$ cat src/rtl/shim_spi_sts_reporter.sv
// Rising-edge event reporter for synchronized SPI-domain status groups: accumulates
// per-group pending masks and serializes them round-robin as timestamped AXI-stream words.
module shim_spi_sts_reporter #(
  parameter int NUM_GRP  = 15,
  parameter int TS_WIDTH = 16
) (
  input  logic                 aclk,
  input  logic                 areset,
  input  logic                 enable,
  input  logic                 clear,
  input  logic [8*NUM_GRP-1:0] sts_flags,
  output logic [31:0]          m_tdata,
  output logic                 m_tvalid,
  input  logic                 m_tready,
  output logic [NUM_GRP-1:0]   pending_any,
  output logic                 irq
);

  // Handshake: m_tvalid rises only when a word is latched, then stays high with
  // m_tdata frozen until the cycle m_tready is sampled high; that cycle is the accept.

  typedef enum logic {
    ST_IDLE = 1'b0,
    ST_SEND = 1'b1
  } state_t;

  state_t               state_q;
  state_t               state_d;
  logic [8*NUM_GRP-1:0] prev_q;
  logic [8*NUM_GRP-1:0] rise;
  logic [8*NUM_GRP-1:0] pend_q;
  logic [NUM_GRP-1:0]   coal_q;
  logic [TS_WIDTH-1:0]  ts_q;
  logic [4:0]           ptr_q;
  logic [31:0]          word_q;

  logic                 sel_found;
  logic [4:0]           sel;
  logic [NUM_GRP-1:0]   sel_oh;
  logic [7:0]           sel_mask;
  logic                 sel_coal;
  logic                 load;
  logic [NUM_GRP-1:0]   load_vec;

  assign rise = enable ? (sts_flags & ~prev_q) : '0;

  // Round-robin pick: first pass covers ptr..NUM_GRP-1, second pass wraps to 0..ptr-1.
  always_comb begin
    sel_found = 1'b0;
    sel       = '0;
    sel_oh    = '0;
    sel_mask  = '0;
    sel_coal  = 1'b0;
    for (int g = 0; g < NUM_GRP; g++) begin
      if (!sel_found && (g >= int'(ptr_q)) && (pend_q[g*8 +: 8] != 8'h00)) begin
        sel_found  = 1'b1;
        sel        = 5'(g);
        sel_oh[g]  = 1'b1;
        sel_mask   = pend_q[g*8 +: 8];
        sel_coal   = coal_q[g];
      end
    end
    for (int g = 0; g < NUM_GRP; g++) begin
      if (!sel_found && (g < int'(ptr_q)) && (pend_q[g*8 +: 8] != 8'h00)) begin
        sel_found  = 1'b1;
        sel        = 5'(g);
        sel_oh[g]  = 1'b1;
        sel_mask   = pend_q[g*8 +: 8];
        sel_coal   = coal_q[g];
      end
    end
  end

  assign load     = (state_q == ST_IDLE) && enable && sel_found;
  assign load_vec = sel_oh & {NUM_GRP{load}};

  always_comb begin
    state_d = state_q;
    case (state_q)
      ST_IDLE: if (load) state_d = ST_SEND;
      ST_SEND: if (m_tready) state_d = ST_IDLE;
      default: state_d = ST_IDLE;
    endcase
  end

  always_ff @(posedge aclk or posedge areset) begin
    if (areset) begin
      state_q <= ST_IDLE;
      prev_q  <= '0;
      ts_q    <= '0;
      ptr_q   <= '0;
      word_q  <= '0;
    end else begin
      state_q <= state_d;
      prev_q  <= sts_flags;
      ts_q    <= ts_q + 1'b1;
      if (load) begin
        word_q <= {sel_coal, 2'b00, sel, sel_mask, ts_q};
        if (int'(sel) == NUM_GRP - 1) ptr_q <= '0;
        else                          ptr_q <= sel + 5'd1;
      end
    end
  end

  // A rise landing on the load cycle survives because only the registered mask is cleared;
  // coalescing means the same bit rose again while still unreported.
  always_ff @(posedge aclk or posedge areset) begin
    if (areset) begin
      pend_q <= '0;
      coal_q <= '0;
    end else if (clear) begin
      pend_q <= '0;
      coal_q <= '0;
    end else begin
      for (int g = 0; g < NUM_GRP; g++) begin
        pend_q[g*8 +: 8] <= (pend_q[g*8 +: 8] & {8{~load_vec[g]}}) | rise[g*8 +: 8];
        coal_q[g]        <= ~load_vec[g] & (coal_q[g] | (|(rise[g*8 +: 8] & pend_q[g*8 +: 8])));
      end
    end
  end

  always_comb begin
    pending_any = '0;
    for (int g = 0; g < NUM_GRP; g++) begin
      pending_any[g] = |pend_q[g*8 +: 8];
    end
  end

  assign m_tdata  = word_q;
  assign m_tvalid = (state_q == ST_SEND);
  assign irq      = (|pending_any) | m_tvalid;

endmodule

$ cat config.mk
export PLATFORM = sky130hd
export DESIGN_NAME = shim_spi_sts_reporter
export DESIGN_NICKNAME = d
export VERILOG_FILES = /design/src/rtl/shim_spi_sts_reporter.sv
export SDC_FILE = /design/constraint.sdc
export NUM_CORES = 1
export LEC_CHECK = 0
export BUFFER_PORTS_ARGS = -buffer_cell sky130_fd_sc_hd__buf_2
export CORE_MARGIN = 1
export CORE_UTILIZATION = 40
export DETAILED_ROUTE_END_ITERATION = 8
export PLACE_DENSITY = 0.54
export SYNTH_ARGS = -nofsm -noshare
export SYNTH_HDL_FRONTEND = slang
export SYNTH_SLANG_ARGS = --single-unit
export TNS_END_PERCENT = 30
$ cat constraint.sdc
create_clock -name aclk -period 10.58 [get_ports aclk]
set_input_delay 1.058 -clock aclk [delete_from_list [all_inputs] [get_ports aclk]]
set_output_delay 1.058 -clock aclk [all_outputs]
set_load 0.005 [all_outputs]
==> results.txt <==
Sw Share: 37.3%
Netlist cell types: 89
Remaining antenna violation count: 0
Tcrit/Tclk final: 53.5%
Clk buf depth: 3
Most frequent cells in the layout: dfrtp_1 (306), nor2_1 (208), a22oi_1 (200)
Peak VDD IR: 0.121 mV
Max Cap Violations: 0
Root Driver: clkbuf_16
Fin Clk Skew: 0.0206 ns
Placed inst area: 0.0169 sq mm
Overall Power: 3.68 mW
Port-buffer cells: 170
Area growth from synthesis to layout: 15.8%
CP endpoint kind: register
Crit path max fanout: 44
Power per cell area: 204 mW/mm^2
TritonCTS clock tree: built
Asr flop ratio synth: 100%
Via Count: 14,800
Power share of the clock group: 32.7%
Crit path time final: 5.66 ns
RSZ-0062 raised after global routing: false
Post-synthesis sequential area ratio: 49.1%
Hold_ws: 0.471 ns
Initial core utilization: 41.0%
Diodes inserted: 0
Placeable Area: 0.0380 sq mm
Internal Pwr Total: 2.31 mW
Mapped cell area: 0.0156 sq mm
Synth Instances: 1,643
Post-route core utilization: 47.5%
Crit Path Category: register to register
First-pass GRT wire length: 92,400 microns
FILL cells: 3,736
Cell Count, Final, Fillers Out: 2,331
Clk_lat worst skew: 0.56 ns
Max incr delay on CP: 0.97 ns
Startpoint Class: register
Outcome: finished clean
CTS Sinks: 306
Cell row count: 71
Hold/Removal Path Class: register to register
WL final: 62,000 microns
Critical-path cell list: or2_0 -> a2bb2oi_1 -> a2111oi_2 -> and4_1 -> and3_1 -> a311oi_4 -> buf_4 -> nand2_1 -> a22oi_1 -> nor2_1
PnR worst setup slack: 4.92 ns
Vias in the first global route: 14,100
Share of cells above drive strength 1: 16.1%
1st-iter DRT viols: 1,671
Detailed Routing Iterations Pass 1: 6
Drt drc: 0
Initial antenna violation count: 0
H-tree depth: 2
Post-CTS setup buffers: 0
Die height: 199 microns
Slew headroom: 23.2%
Placed Cells: 2,270
Post-DP HPWL: 47,400 microns
Largest net degree at the start of global routing: 117
Cts-stage hold buffer count: 0
Critical Path RT: 10.98 ns
Data arrival, critical path: 6.05 ns
Combinational power share: 29.1%
R2r setup slk: 4.92 ns
P_leak: 7.76 nW
Vias per cell: 6.33
Fmax: 177 MHz
Clock-pin slew on the worst setup and hold paths: 0.06 ns
Syn Area/Cell: 9.49 sq um
Placer congestion estimate: 1.03
Post-synth EDFFs: 0
Most common cell after layout, fill and taps aside: dfrtp_1
Final Max Tran Viols: 0
Die area: 0.0398 sq mm
Psw: 1.37 mW
Least-Margin Pin Slew: 1.14 ns
Sum Neg Setup Slack: 0 ns
Global-route usage over all layers: 31.6%
Flops & latches, synth: 306
Post-Place Setup Slack: 5.15 ns
Die X: 199 microns
Total CTS buffers: 35
Design area: 0.0181 sq mm
Ys Warns: 0
Global route total overflow: 0
Count of final setup violators: 0
Slowest cell on crit path: dfrtp_1
Sequential Power Share: 38.2%
Main flop type after synthesis: dfrtp_1
Total I/O pin count: 174
Final Hold Vio Count: 0
DR WL/cell: 26.6 microns
Nets: 1,922
Resized cells post-CTS: 0
-- layout make-up --
| type | instances | area [sq um] | share of cell area (%) |
|---|---|---|---|
| clock buffers | 51 | 1060 | 5.86 |
| clock inverters | 10 | 101 | 0.561 |
| inverters | 22 | 90.1 | 0.499 |
| multi-input cells | 1240 | 7500 | 41.5 |
| flip-flops and latches | 306 | 7660 | 42.4 |
| well taps | 511 | 639 | 3.54 |
| repair buffers | 191 | 1010 | 5.61 |
-- synth_stat cells, drive strengths merged, types with 37 or more instances --
cell type	n	area [sq um]
dfrtp	306	7660
nor2	209	787
a22oi	201	1510
nand2	155	597
nor2b	121	757
a21oi	72	360
o21ai	55	294
nor4	51	378
nand3	44	230
clkbuf	40	150
nor3	40	246
nand4	39	244
buf	37	218
-- sequential cells by signal (all words and copies together), names as in the netlist --
name      count
ts_q         16
pend_q      120
coal_q       15
prev_q      120
m_tdata      29
m_tvalid      1
ptr_q         5
-- worst max-delay path: cells and delay by family (launching register included) --
family,cells,cell delay (ns)
simple gates,5,1.51
compound gates,4,2.28
buf+inv,1,0.60
flops,1,0.97
-- path summary, 6_finish.rpt --
check	start	to	depth (start not counted)
worst max-delay path	ptr_q[3]	pend_q[90]	10
worst min-delay path	m_tdata[8]	m_tdata[8]	2
worst max register to register	ptr_q[3]	pend_q[90]	10
worst min register to register	m_tdata[8]	m_tdata[8]	2
max in group asynchronous	areset	pend_q[119]	4
min in group asynchronous	areset	prev_q[11]	2
-- cell families after synthesis --
group                      synth area share, %
DFF                                       49.1
buffers and inverters                     2.89
AOI/OAI and AO/OA                         23.5
adders and majority gates               0.0802
muxes                                    0.321
and+or+nand+nor                           23.3
other                                   0.0240
xor gates and xnor gates                 0.786
-- routing by layer --
layer  global-route usage, %  wire length, microns
met5                       0                     0
met4                    14.0                  2910
met3                    4.32                  3930
met2                    49.4                 27900
met1                    43.7                 27200
-- power by group through the flow --
stage	combinational [mW]	sequential, mW	clock, mW
6_report	1.07	1.41	1.20
4_1_cts	1.04	1.40	1.24
5_1_grt	1.14	1.41	1.29
3_3_place_gp	1.03	1.42	0
2_1_floorplan	0.677	1.33	0
3_5_place_dp	1.03	1.42	0
(Power assumes the default switching activity.)
